## src/rtl/lcd_bus_sequencer.sv

```systemverilog
// Write-only 8080-style parallel LCD bus sequencer: buffers command/data words in a FIFO,
// generates csx/dcx/wrx timing and runs the panel hardware-reset sequence.
module lcd_bus_sequencer #(
  parameter int unsigned DATA_W       = 16,
  parameter int unsigned FIFO_DEPTH   = 16,
  parameter int unsigned WR_LOW_CYC   = 2,
  parameter int unsigned WR_HIGH_CYC  = 2,
  parameter int unsigned RST_LOW_CYC  = 500,
  parameter int unsigned RST_WAIT_CYC = 6000
) (
  input  logic                          clk,
  input  logic                          reset_n,
  input  logic                          in_valid,
  output logic                          in_ready,
  input  logic                          in_dc,
  input  logic                          in_last,
  input  logic [DATA_W-1:0]             in_data,
  input  logic                          init_start,
  output logic                          busy,
  output logic [$clog2(FIFO_DEPTH):0]   fifo_level,
  output logic                          csx,
  output logic                          dcx,
  output logic                          wrx,
  output logic                          rdx,
  output logic                          lcd_reset,
  output logic [DATA_W-1:0]             data_out
);

  localparam int unsigned AW = $clog2(FIFO_DEPTH);
  localparam int unsigned EW = DATA_W + 2;

  localparam logic [AW:0]   FullLvl    = (AW+1)'(FIFO_DEPTH);
  localparam logic [23:0]   RstLowLd   = 24'(RST_LOW_CYC - 1);
  localparam logic [23:0]   RstWaitLd  = 24'(RST_WAIT_CYC - 1);
  localparam logic [23:0]   WrLowLd    = 24'(WR_LOW_CYC - 1);
  localparam logic [23:0]   WrHighLd   = 24'(WR_HIGH_CYC - 1);

  typedef enum logic [2:0] {
    StRstLow,
    StRstWait,
    StIdle,
    StSetup,
    StWrLow,
    StWrHigh,
    StHold,
    StCsRel
  } state_e;

  // FIFO storage: entry = {last, dc, data}
  logic [EW-1:0] mem_q [FIFO_DEPTH];
  logic [AW-1:0] wptr_q, wptr_d;
  logic [AW-1:0] rptr_q, rptr_d;
  logic [AW:0]   level_q, level_d;
  logic          push;
  logic          pop;
  logic          fifo_empty;
  logic [EW-1:0] head;

  state_e              state_q, state_d;
  logic [23:0]         cnt_q, cnt_d;
  logic                csx_q, csx_d;
  logic                dcx_q, dcx_d;
  logic                wrx_q, wrx_d;
  logic                lcd_reset_q, lcd_reset_d;
  logic                last_q, last_d;
  logic [DATA_W-1:0]   data_q, data_d;

  assign in_ready   = (level_q != FullLvl);
  assign push       = in_valid & in_ready;
  assign fifo_empty = (level_q == '0);
  assign head       = mem_q[rptr_q];

  always_comb begin
    wptr_d  = wptr_q;
    rptr_d  = rptr_q;
    level_d = level_q;
    if (push) begin
      wptr_d = wptr_q + 1'b1;
    end
    if (pop) begin
      rptr_d = rptr_q + 1'b1;
    end
    unique case ({push, pop})
      2'b10:   level_d = level_q + 1'b1;
      2'b01:   level_d = level_q - 1'b1;
      default: level_d = level_q;
    endcase
  end

  always_ff @(posedge clk) begin
    if (push) begin
      mem_q[wptr_q] <= {in_last, in_dc, in_data};
    end
  end

  always_comb begin
    state_d     = state_q;
    cnt_d       = cnt_q;
    csx_d       = csx_q;
    dcx_d       = dcx_q;
    wrx_d       = wrx_q;
    lcd_reset_d = lcd_reset_q;
    last_d      = last_q;
    data_d      = data_q;
    pop         = 1'b0;

    unique case (state_q)
      StRstLow: begin
        if (cnt_q == '0) begin
          state_d     = StRstWait;
          cnt_d       = RstWaitLd;
          lcd_reset_d = 1'b1;
        end else begin
          cnt_d = cnt_q - 24'd1;
        end
      end
      StRstWait: begin
        if (cnt_q == '0) begin
          state_d = StIdle;
        end else begin
          cnt_d = cnt_q - 24'd1;
        end
      end
      StIdle: begin
        // Reset request wins over a pending word.
        if (init_start) begin
          state_d     = StRstLow;
          cnt_d       = RstLowLd;
          lcd_reset_d = 1'b0;
        end else if (!fifo_empty) begin
          pop     = 1'b1;
          last_d  = head[DATA_W+1];
          dcx_d   = head[DATA_W];
          data_d  = head[DATA_W-1:0];
          csx_d   = 1'b0;
          state_d = StSetup;
        end
      end
      StSetup: begin
        state_d = StWrLow;
        wrx_d   = 1'b0;
        cnt_d   = WrLowLd;
      end
      StWrLow: begin
        if (cnt_q == '0) begin
          state_d = StWrHigh;
          wrx_d   = 1'b1;
          cnt_d   = WrHighLd;
        end else begin
          cnt_d = cnt_q - 24'd1;
        end
      end
      StWrHigh: begin
        if (cnt_q != '0) begin
          cnt_d = cnt_q - 24'd1;
        end else if (last_q) begin
          state_d = StCsRel;
          csx_d   = 1'b1;
        end else if (!fifo_empty) begin
          pop     = 1'b1;
          last_d  = head[DATA_W+1];
          dcx_d   = head[DATA_W];
          data_d  = head[DATA_W-1:0];
          wrx_d   = 1'b0;
          cnt_d   = WrLowLd;
          state_d = StWrLow;
        end else begin
          state_d = StHold;
        end
      end
      StHold: begin
        // Chip select stays asserted while waiting for the rest of the transfer.
        if (!fifo_empty) begin
          pop     = 1'b1;
          last_d  = head[DATA_W+1];
          dcx_d   = head[DATA_W];
          data_d  = head[DATA_W-1:0];
          wrx_d   = 1'b0;
          cnt_d   = WrLowLd;
          state_d = StWrLow;
        end
      end
      StCsRel: begin
        state_d = StIdle;
      end
    endcase
  end

  always_ff @(posedge clk or negedge reset_n) begin
    if (!reset_n) begin
      state_q     <= StRstLow;
      cnt_q       <= RstLowLd;
      csx_q       <= 1'b1;
      dcx_q       <= 1'b1;
      wrx_q       <= 1'b1;
      lcd_reset_q <= 1'b0;
      last_q      <= 1'b0;
      data_q      <= '0;
      wptr_q      <= '0;
      rptr_q      <= '0;
      level_q     <= '0;
    end else begin
      state_q     <= state_d;
      cnt_q       <= cnt_d;
      csx_q       <= csx_d;
      dcx_q       <= dcx_d;
      wrx_q       <= wrx_d;
      lcd_reset_q <= lcd_reset_d;
      last_q      <= last_d;
      data_q      <= data_d;
      wptr_q      <= wptr_d;
      rptr_q      <= rptr_d;
      level_q     <= level_d;
    end
  end

  assign busy       = !((state_q == StIdle) && fifo_empty);
  assign fifo_level = level_q;
  assign csx        = csx_q;
  assign dcx        = dcx_q;
  assign wrx        = wrx_q;
  assign rdx        = 1'b1;
  assign lcd_reset  = lcd_reset_q;
  assign data_out   = data_q;

endmodule

```

## config.mk

```make
export PLATFORM = sky130hd
export DESIGN_NAME = lcd_bus_sequencer
export DESIGN_NICKNAME = d
export VERILOG_FILES = /design/src/rtl/lcd_bus_sequencer.sv
export SDC_FILE = /design/constraint.sdc
export NUM_CORES = 1
export LEC_CHECK = 0
export ABC_AREA = 1
export BUFFER_PORTS_ARGS = -buffer_cell sky130_fd_sc_hd__buf_2
export CAP_MARGIN = 20
export CORE_ASPECT_RATIO = 0.8
export CORE_MARGIN = 10
export CORE_UTILIZATION = 40
export DETAILED_ROUTE_END_ITERATION = 8
export SLEW_MARGIN = 20
export SYNTH_ARGS = -nofsm -noshare
export SYNTH_HDL_FRONTEND = slang
export SYNTH_SLANG_ARGS = --single-unit
```

## constraint.sdc

```tcl
create_clock -name clk -period 2.75 [get_ports clk]
set_clock_uncertainty 0.2 [all_clocks]
set_input_delay 0.55 -clock clk [delete_from_list [all_inputs] [get_ports clk]]
set_output_delay 0.55 -clock clk [all_outputs]
set_load 0.05 [all_outputs]
```

==> impl_metrics.py <==
metrics = {
    "yosys": {
        "synthTopCellsByArea": "edfxtp_1 58%, dfrtp_1 8.5%, nand2_1 6.5%",
        "synth_fa_ha_area_share_pct": 1.056,
        "synth_top_area_share_pct": 57.92,
        "synthArstFlopShare_pct": 17.48,
        "synth-compound-area-share_pct": 10.02,
        "synth-edff-count": 288,
        "syn_area_sq_um": 14930,
        "ys_types": 45,
        "syn-num-nets": 1393,
        "yosysSeqAreaShare_pct": 68.23,
        "synth_flop_cell": "edfxtp_1",
        "synth_area_per_cell_sq_um": 10.99,
        "synth_top_family_by_area": "simple AND/OR/NAND/NOR gates",
        "synth-xor-area-share_pct": 0.5866,
        "ys_ff_latch": 349,
        "yosys_warnings": 0,
        "yosysTopAreaCell": "edfxtp_1",
        "synth_mux_area_share_pct": 0,
        "synth_simple_gate_area_share_pct": 15.84,
        "synthCells": 1359,
    },
    "route": {
        "finalWirelength_mm": 38.07,
        "wire_per_inst_microns": 19.43,
        "vias": 10410,
        "drcViolationCount": 0,
        "ant_nets": 0,
        "avgViaCountPerCell": 5.313,
        "drtIter0Drc": 1063,
        "dr.pass1.iters": 5,
    },
    "setup_path": {
        "end_kind": "flop",
        "worst_ep_required_time_ns": 2.96,
        "critPathMaxFanout": 4,
        "crit_type": "reg2reg",
        "startpoint_type": "flop",
        "crit_arrival_ns": 2.79,
        "critPathMostFrequentCell": "nor2_2",
        "max_stage_delay_ns": 0.37,
        "cpMaxStageDelayCell": "dfstp_2",
        "path_cells": "inv_2 > ha_4 > inv_2 > nor2_2 > nand2_2 > nor2_4 > nand3_4 > nand2_4 > nand2_4 > inv_4 > ha_4 > inv_4 > fa_2 > nor2_2 > a211oi_2 > nor2_1 > nor2_2 > xor2_1",
    },
    "placement": {
        "gp_congestion": 0.8950,
        "placed_area_sq_um": 16110,
        "place_ws_ns": 0.02777,
        "io_buffer_count": 48,
        "hpwl_mm": 22.82,
    },
    "cells_and_area": {
        "area_growth_pct": 15.97,
        "nets": 1480,
        "drive_gt1_share_pct": 16.98,
        "n_antenna_cell": 0,
        "finalInstanceArea_sq_um": 17320,
    },
    "grt": {
        "grt_use_total_pct": 16.50,
        "grt_max_degree": 89,
        "grt_pass1_vias": 9868,
        "globalRoute.totalOverflow": 0,
        "antenna_found_initial": 0,
        "grt_pass1_wl_mm": 58.93,
    },
    "clock_tree": {
        "cts_buffers": 37,
        "root_buffer": "clkbuf_16",
        "path_clk_slew_ns": 0.06,
        "htreeDepth": 2,
        "cts_buffer_depth": 3,
        "cts_sinks": 349,
        "cts_tree": "yes",
        "worstSkewPairLatency_ns": 0.53,
    },
    "job": {
        "cap_viol_max_count": 0,
    },
    "floorplanning": {
        "start_util_pct": 40.39,
        "ios": 50,
        "core_sq_um": 36970,
        "rows": 63,
        "die_h_microns": 192.8,
        "die_w_microns": 236.0,
        "die-area_sq_um": 45500,
    },
    "outcome": {
        "status": "finished, final reports clean",
    },
    "power": {
        "power_w": 0.01859,
        "leakagePower_nw": 6.579,
        "ir_drop_uv": 726.7,
        "p_per_area_nw_per_um2": 1074,
    },
    "timing": {
        "hold_violations": 0,
        "setup_ws_ns": 0.1618,
        "finalMaxSlewViolations": 0,
        "finalCritPeriodShare_pct": 94.12,
        "maxSlewHeadroom_pct": 52.55,
        "fmax_mhz": 386.4,
        "min_period_ns": 2.588,
        "setup_violations": 0,
        "worstMarginPinSlew_ns": 0.7110,
    },
    "worst_hold_path": {
        "hold_path.class": "in2reg",
    },
}
-- final timing paths --
check	from	end	slack, ns	cells past startpoint
setup / recovery	cnt_q[1]	fifo_level[4]	0.16	18
hold / removal	in_data[11]	mem_q[9][11]	0.21	1
setup reg to reg	cnt_q[1]	fifo_level[4]	0.16	18
hold reg to reg	dcx	dcx	0.28	2
max in group asynchronous	reset_n	cnt_q[1]	1.29	3
min in group asynchronous	reset_n	fifo_level[0]	0.37	2
-- worst max-delay path, delay by kind of cell, from the launching register on --
| family | cells | cell delay [ns] |
|---|---|---|
| flip-flops | 1 | 0.37 |
| AO/OA/AOI/OAI | 1 | 0.06 |
| AND/OR/NAND/NOR | 9 | 0.82 |
| buffers and inverters | 4 | 0.21 |
| adder cells (fa/ha/maj) | 3 | 0.68 |
| XOR/XNOR | 1 | 0.13 |
-- placed cells by master (no fill, tap or decap), types with 21 or more instances in the layout --
cell type	synthesis	final
a21oi_1	40	40
buf_2	17	48
buf_4	5	55
clkbuf_16	0	37
dfrtp_1	51	43
edfxtp_1	288	288
inv_1	83	79
nand2_1	260	257
nand3_1	67	66
nor2_1	184	162
nor2_2	7	26
o211ai_1	24	24
o21ai_0	154	154
o22ai_1	21	21
-- logic make-up after synthesis --
group	count (synthesis)
XOR/XNOR	10
other	1
adder cells (fa/ha/maj)	12
AND/OR/NAND/NOR	563
buffers and inverters	154
AO/OA/AOI/OAI	270
flip-flops	349
-- area by class of cell --
class                   instances  area (sq um)
multi-input cells             856          4265
clock inverters                11         85.08
repair buffers                111         798.3
well taps                     487         609.3
fillers                      3327         19650
inverters                      91         347.8
flip-flops and latches        349         10200
clock buffers                  54          1010
-- through the flow --
stage,cells,util [%],setup TNS [ns],hold WS (ns)
after floorplan,1359,-,0,0.05441
after global placement,1888,43.53,0,0.2563
after detailed placement,1889,43.57,0,0.2686
after CTS,1955,46.56,0,0.1865
after global routing,1959,46.84,-0.02514,0.2008
final,1959,46.84,0,0.2067
-- synthesized netlist by cell type, drive strengths merged (11+ instances only) --
| master | number |
|---|---|
| dfrtp | 51 |
| ha | 11 |
| o211ai | 24 |
| a21oi | 42 |
| o21ai | 158 |
| buf | 27 |
| nand2 | 273 |
| o22ai | 21 |
| clkbuf | 36 |
| nand4 | 16 |
| nand3 | 69 |
| nor2 | 195 |
| a31oi | 16 |
| edfxtp | 288 |
| inv | 90 |
-- sequential cells by signal (all words and copies together), names as in the netlist --
name,flops
cnt_q,24
lcd_reset,1
wrx,1
fifo_level,5
last_q,1
csx,1
data_out,16
wptr_q,4
state_q,3
mem_q,288
rptr_q,4
dcx,1
-- routing by layer --
layer  vias to the layer above  part of all wire, %  global-route usage (%)
li1                       4904                    -                       -
met1                      5090                   46                   23.76
met2                       362                   45                   25.66
met3                        52                  6.9                   2.547
met4                         0                  1.6                   4.110
met5                         -                    0                       0
-- power breakdown --
group	total [W]	switching (W)	internal [W]
Clock	0.00463	0.00199	0.00264
Combinational	0.00686	0.00477	0.00209
Sequential	0.00710	0.000472	0.00663
-- timing repair --
action                     CTS  global route
setup endpoints to repair    0             1
hold endpoints to repair    12             0
buffers inserted             0             4
resized for setup            0            22
hold buffers                 1             0
Power figures use the tool's default switching activity.
